`src/rtl/spi_slave_module.sv`:
```
// SPI slave: pins synchronized onto CLK, CPOL/CPHA selectable,
// single-byte TX holding register and RX byte buffer.
module spi_slave_module #(
    parameter logic CLK_FREE_LEVEL = 1'b0,
    parameter logic MODE           = 1'b1
) (
    input  logic       CLK,
    input  logic       RSTn,
    input  logic       PIN_SCK,
    input  logic       PIN_CSN,
    input  logic       PIN_MOSI,
    output logic       PIN_MISO,
    output logic       PIN_MISO_OE,
    input  logic [7:0] SBUF,
    input  logic       Load_Sig,
    output logic       Tx_Empty,
    output logic [7:0] RBUF,
    output logic       Dat_Rdy_Sig,
    output logic       Busy_Flg,
    output logic       Udr_Flg
);

    typedef enum logic {IDLE, ACTIVE} state_t;

    state_t      state;
    state_t      state_nxt;
    logic [2:0]  sck_sync;
    logic [2:0]  csn_sync;
    logic [1:0]  mosi_sync;
    logic [2:0]  bit_cnt;
    logic [7:0]  rx_shift;
    logic [7:0]  tx_shift;
    logic [7:0]  hold;
    logic        start;
    logic        run;
    logic        lead_edge;
    logic        trail_edge;
    logic        sample_edge;
    logic        shift_edge;
    logic        csn_fall;
    logic        csn_rise;
    logic        byte_done;
    logic        reload;
    logic        tx_shift_en;

    always_ff @(posedge CLK or negedge RSTn) begin
        if (!RSTn) begin
            sck_sync  <= {3{CLK_FREE_LEVEL}};
            csn_sync  <= 3'b111;
            mosi_sync <= 2'b00;
        end else begin
            sck_sync  <= {sck_sync[1:0], PIN_SCK};
            csn_sync  <= {csn_sync[1:0], PIN_CSN};
            mosi_sync <= {mosi_sync[0], PIN_MOSI};
        end
    end

    assign lead_edge   = (sck_sync[2] == CLK_FREE_LEVEL) &&
                         (sck_sync[1] != CLK_FREE_LEVEL);
    assign trail_edge  = (sck_sync[2] != CLK_FREE_LEVEL) &&
                         (sck_sync[1] == CLK_FREE_LEVEL);
    assign sample_edge = MODE ? trail_edge : lead_edge;
    assign shift_edge  = MODE ? lead_edge : trail_edge;
    assign csn_fall    = csn_sync[2] & ~csn_sync[1];
    assign csn_rise    = ~csn_sync[2] & csn_sync[1];

    always_ff @(posedge CLK or negedge RSTn) begin
        if (!RSTn) state <= IDLE;
        else       state <= state_nxt;
    end

    always_comb begin
        state_nxt = state;
        start     = 1'b0;
        run       = 1'b0;
        unique case (state)
            IDLE: begin
                if (csn_fall) begin
                    state_nxt = ACTIVE;
                    start     = 1'b1;
                end
            end
            ACTIVE: begin
                if (csn_rise) state_nxt = IDLE;
                else          run       = 1'b1;
            end
            default: state_nxt = IDLE;
        endcase
    end

    // Bit counter 0 marks a byte boundary: MODE 0 reloads on the trailing
    // edge there, MODE 1 holds the freshly reloaded bit 7 for that edge.
    assign byte_done   = run & sample_edge & (bit_cnt == 3'd7);
    assign reload      = start |
                         (MODE ? byte_done
                               : (run & shift_edge & (bit_cnt == 3'd0)));
    assign tx_shift_en = run & shift_edge & (bit_cnt != 3'd0);

    always_ff @(posedge CLK or negedge RSTn) begin
        if (!RSTn) begin
            bit_cnt     <= 3'd0;
            rx_shift    <= 8'h00;
            tx_shift    <= 8'hFF;
            hold        <= 8'h00;
            RBUF        <= 8'h00;
            Dat_Rdy_Sig <= 1'b0;
            Tx_Empty    <= 1'b1;
            Udr_Flg     <= 1'b0;
        end else begin
            Dat_Rdy_Sig <= 1'b0;
            if (Load_Sig && !reload) begin
                hold     <= SBUF;
                Tx_Empty <= 1'b0;
            end
            if (start) begin
                bit_cnt <= 3'd0;
                Udr_Flg <= 1'b0;
            end
            // A load arriving with the reload bypasses the holding register.
            if (reload) begin
                if (Load_Sig) begin
                    tx_shift <= SBUF;
                    Tx_Empty <= 1'b1;
                end else if (!Tx_Empty) begin
                    tx_shift <= hold;
                    Tx_Empty <= 1'b1;
                end else begin
                    tx_shift <= 8'hFF;
                    Udr_Flg  <= 1'b1;
                end
            end else if (tx_shift_en) begin
                tx_shift <= {tx_shift[6:0], 1'b1};
            end
            if (run && sample_edge) begin
                rx_shift <= {rx_shift[6:0], mosi_sync[1]};
                bit_cnt  <= bit_cnt + 3'd1;
                if (bit_cnt == 3'd7) begin
                    RBUF        <= {rx_shift[6:0], mosi_sync[1]};
                    Dat_Rdy_Sig <= 1'b1;
                end
            end
        end
    end

    assign Busy_Flg    = (state == ACTIVE);
    assign PIN_MISO    = tx_shift[7];
    assign PIN_MISO_OE = ~csn_sync[1];

endmodule
```
`config.mk`:
```
export PLATFORM = sky130hd
export DESIGN_NAME = spi_slave_module
export DESIGN_NICKNAME = d
export VERILOG_FILES = /design/src/rtl/spi_slave_module.sv
export SDC_FILE = /design/constraint.sdc
export NUM_CORES = 1
export LEC_CHECK = 0
export CAP_MARGIN = 20
export CORE_MARGIN = 2
export CORE_UTILIZATION = 56
export DETAILED_ROUTE_END_ITERATION = 16
export PLACE_DENSITY = 0.85
export SETUP_SLACK_MARGIN = 0.1
export SLEW_MARGIN = 15
export SYNTH_ARGS = -nofsm -noshare
export SYNTH_HDL_FRONTEND = slang
export SYNTH_SLANG_ARGS = --single-unit
```
`constraint.sdc`:
```
create_clock -name CLK -period 5.3 [get_ports CLK]
set_input_delay 1.06 -clock CLK [delete_from_list [all_inputs] [get_ports CLK]]
set_output_delay 1.06 -clock CLK [all_outputs]
set_load 0.005 [all_outputs]
```
Word-level counts from Yosys, hierarchy flattened
Cells that the tools add are included.
{"block": "classes", "addsub": 1, "eq_ne": 1, "mux": 21, "bitwise": 12, "reduce_logical": 9}
{"operator": "two-way mux 8 bit", "count": 4}
{"operator": "two-way mux 1 bit", "count": 14}
{"operator": "AND 1 bit", "count": 6}
{"operator": "two-way mux 3 bit", "count": 2}
{"operator": "inverter 1 bit", "count": 5}
{"operator": "logical AND 1 bit", "count": 4}
{"operator": "nonzero test 2 bit", "count": 2}
{"operator": "adder 3 x 1 -> 3 bit (second input constant)", "count": 1}
{"operator": "== test 3 bit (second input constant)", "count": 1}
{"operator": "nonzero test 3 bit", "count": 1}
{"operator": "one-hot mux 1 bit (2 select lines)", "count": 1}
{"operator": "AND reduction 2 bit", "count": 1}
{"operator": "logical NOT 1 bit", "count": 1}
{"operator": "bitwise OR 1 bit", "count": 1}
{"block": "totals", "reg_bits": 46, "inputBits": 14}

Depth between registers and ports, before layout
{"block": "depth", "depth_word": 13, "ltp_mapped": 6, "mapped_depth_nobuf": 6}

Worst setup path after synthesis
Ideal clock, no wire load.
{"block": "synth_timing", "kind": "input to register", "start": "in Load_Sig", "end": "reg tx_shift[2]", "setup_ns": 0.083, "arrival_time_ns": 1.899, "required_ns": 5.217, "path_slack_ns": 3.318, "stages": 5, "n_path_buf": 1, "path_cell_list": "or2_2 clkbuf_1 o22ai_1 a21oi_1 a221o_1"}
{"block": "synth_via", "elab_chain_len": 2}
{"element": "from (decl)", "line": "15", "rtl": "input logic Load_Sig,"}
{"element": "two-way mux 8 bit", "line": "121", "rtl": "if (Load_Sig) begin"}
{"element": "two-way mux 8 bit", "line": "120", "rtl": "if (reload) begin"}
{"element": "to (signal assigned)", "line": "125", "rtl": "tx_shift <= hold;"}
{"element": "to (signal assigned)", "line": "132", "rtl": "tx_shift <= {tx_shift[6:0], 1'b1};"}
{"element": "to (decl)", "line": "32", "rtl": "logic [7:0] tx_shift;"}
Every way passes these cells.
A chain may end at the register's enable or synchronous reset.

Final worst setup path
{"block": "layout_timing", "start": "reg Tx_Empty", "end": "out Tx_Empty"}
{"element": "from (decl)", "line": "16", "rtl": "output logic Tx_Empty,"}
{"element": "from (signal assigned)", "line": "107", "rtl": "Tx_Empty <= 1'b1;"}
{"element": "from (signal assigned)", "line": "113", "rtl": "Tx_Empty <= 1'b0;"}
{"element": "from (signal assigned)", "line": "123", "rtl": "Tx_Empty <= 1'b1;"}
No word-level cell between the ends.

==> summary.md <==
| Metric | Value |
|---|---|
| Fin. Hold Viols | `0` |
| Pwr Density | `375 nW/um2` |
| CP Launch Point | `Tx_Empty` |
| Seq/Total Area, Yosys | `0.628` |
| Maxcap violations | `0` |
| Quantity of I/O buffers inserted on ports | `27` |
| Worst Skew | `8.16 ps` |
| Die ar. | `3790 um2` |
| Share of layout cells above drive strength 1 | `0.276` |
| Vias in the first global route | `1,138` |
| All-Layer GR Usage | `0.200` |
| P&R area growth vs syn | `20.4%` |
| Status | `completed` |
| H-tree Lvls | `2` |
| Syn_area_per_cell | `14.1 um2` |
| ANT cells | `0` |
| Crit path DAT | `1450 ps` |
| Crit Path Class | `reg -> out` |
| Hold Path Class | `reg -> reg` |
| Hold Crit Depth | `0` |
| Slew Limit Fails | `0` |
| Setup TNS | `0 ps` |
| Hpwl dp | `2330 um` |
| Worst-path cell chain | `clkdlybuf4s50_1` |
| Critical Path Start Type | `flop` |
| Required @ worst endpoint | `4240 ps` |
| Commonest non-fill, non-tap cell in the layout | `dfrtp_1` |
| Warnings from Yosys | `0` |
| Hold-fix buffers at CTS | `0` |
| Final Critical Period | `2510 ps` |
| Final Cell Area | `2230 um2` |
| Initial antenna violation count | `0` |
| Io pins | `28` |
| Initial Utilization | `0.598` |
| VDD IR max | `0.000219 V` |
| Fill cell count | `222` |
| CTS max path bufs | `2` |
| Hold path start | `sck_sync[0]` |
| Pre-Repair DR Iteration Count | `4` |
| Core area | `3100 um2` |
| Synthesized Nets | `149` |
| Final worst path period share | `0.474` |
| Worst Path Max Fanout | `5` |
| Worst r2r src | `bit_cnt[0]` |
| Most area-consuming cells after synthesis | `dfrtp_1 46%, dfstp_2 17%, mux2_2 14%, mux2i_1 3.8%, o22ai_1 2.4%` |
| Yosys top cell area share | `0.459` |
| Clock latency on the worst-skew pair | `350 ps` |
| Post-Synthesis Cells | `132` |
| Slowest CP cell | `dfstp_2` |
| DP Area | `2160 um2` |
| Crit-path leading delay family | `flip-flops` |
| CTS root buf | `clkbuf_4` |
| Antenna Violating Nets Remaining | `0` |
| Total CTS buffers | `5` |
| GRT overflow | `0` |
| Core Rows | `20` |
| Post-DR wirelength/cell | `16.0 um` |
| Initial DRC count | `62` |
| DIE WIDTH | `61.6 um` |
| #FFs+latches synth | `46` |
| Fin nets | `179` |
| CTS tree | `built` |
| Routed vias/inst | `5.49` |
| Max stage delay on crit path | `590 ps` |
| Synthesized cell area | `1860 um2` |
| CP Capture Type | `output pin` |
| Via count | `1,137` |
| Lkg Pwr | `0.975 nW` |
| Routability Congestion | `0.777` |
| DRC violations left | `0` |
| Setup bufs post-CTS | `0` |
| Reg2reg path depth | `5` |
| Worst path depth | `1` |
| Die height | `61.6 um` |
| Max Clock Freq | `398 MHz` |
| RSZ-0062 raised after global routing | `false` |
| Clk sinks | `46` |
| Normalized max-slew margin | `0.357` |
| Final wirelength | `3300 um` |
| Setup violators final | `0` |
| Yosys cell types | `26` |
| Pin count of the biggest net entering global routing | `47` |
| CTS clk-pin slew, worst paths | `120 ps` |
| Commonest non-fill, non-tap cells in the layout | `34 x dfrtp_1, 26 x clkdlybuf4s50_1, 23 x mux2_2` |
| Slew @ Worst Pin | `965 ps` |
| Post-CTS Resized | `0` |
| Post-synth top area cell | `dfrtp_1` |
| Buf/Inv on CP | `1` |
| First-pass GRT wire length | `5290 um` |
==> final timing paths <==
path,slack [ps],end
max,2790,Tx_Empty
max in group asynchronous,3850,hold[0]
min,360,sck_sync[1]
min reg2reg,360,sck_sync[1]
min in group asynchronous,850,RBUF[7]
max reg2reg,2960,hold[5]
==> per-stage QoR <==
step	instances	hold slack [ps]	total power [W]	worst slack, ps	utilization
floorplan	132	331	0.000575	3320	-
CTS	207	363	0.000847	2780	0.720
finish	207	362	0.000837	2790	0.720
global placement	199	337	0.000626	2880	0.696
global route	207	370	0.000882	2730	0.720
detailed placement	199	336	0.000642	2810	0.696
==> area by class of cell <==
type,count,area [um2],area share
well taps,44,55.1,0.0246
multi-input cells,73,638,0.286
repair buffers,27,265,0.119
clock buffers,7,45.0,0.0202
flip-flops and latches,46,1170,0.522
inverters,9,33.8,0.0151
clock inverters,1,30.0,0.0134
==> report_power, final <==
group | total, W | switching, W | internal (W)
registers | 0.000488 | 0.0000482 | 0.000440
logic | 0.000146 | 0.0000616 | 0.0000844
clock network | 0.000203 | 0.000103 | 0.000100
total | 0.000837 | 0.000213 | 0.000625
==> synthesized netlist by cell type <==
master / count
clkinv_1: 1
a221o_1: 4
or2_2: 1
nand2_1: 2
a211oi_2: 1
clkbuf_1: 2
nor2_1: 2
mux2_2: 23
a21oi_1: 4
or2b_1: 1
o21ai_0: 5
dfstp_2: 12
o22ai_1: 7
nor2b_1: 2
nand4_1: 1
nand2b_1: 1
nand3_1: 5
a21o_1: 1
buf_2: 2
inv_1: 8
a2111oi_4: 1
a32o_1: 1
mux2i_1: 7
ha_1: 3
dfrtp_1: 34
or3_1: 1
==> cells by family after synthesis <==
group,Yosys count,synth area share
AOI/OAI and AO/OA,24,0.100
DFF,46,0.628
buffers and inverters,13,0.0276
and+or+nand+nor,16,0.0459
muxes,30,0.177
adders and majority gates,3,0.0202
==> worst reg2reg max path: cells and delay by family, from the launching register on <==
| family | cells | cell delay, ps |
|---|---|---|
| adder cells (fa/ha/maj) | 2 | 310 |
| flip-flops | 1 | 410 |
| multiplexers | 1 | 400 |
| AND/OR/NAND/NOR | 2 | 1110 |
==> metal layers <==
metal | share of wire | track usage | vias to the layer above
li1 | - | - | 535
met1 | 0.43 | 0.250 | 568
met2 | 0.51 | 0.328 | 30
met3 | 0.043 | 0.0693 | 4
met4 | 0.0085 | 0.0638 | 0
met5 | 0 | 0 | -
==> sequential cells by signal (all words and copies together) (netlist names) <==
register,count
Busy_Flg,1
Dat_Rdy_Sig,1
RBUF,8
Tx_Empty,1
Udr_Flg,1
bit_cnt,3
csn_sync,3
hold,8
mosi_sync,2
rx_shift,7
sck_sync,3
tx_shift,8
Note: power is estimated with default switching activity, not from simulation.
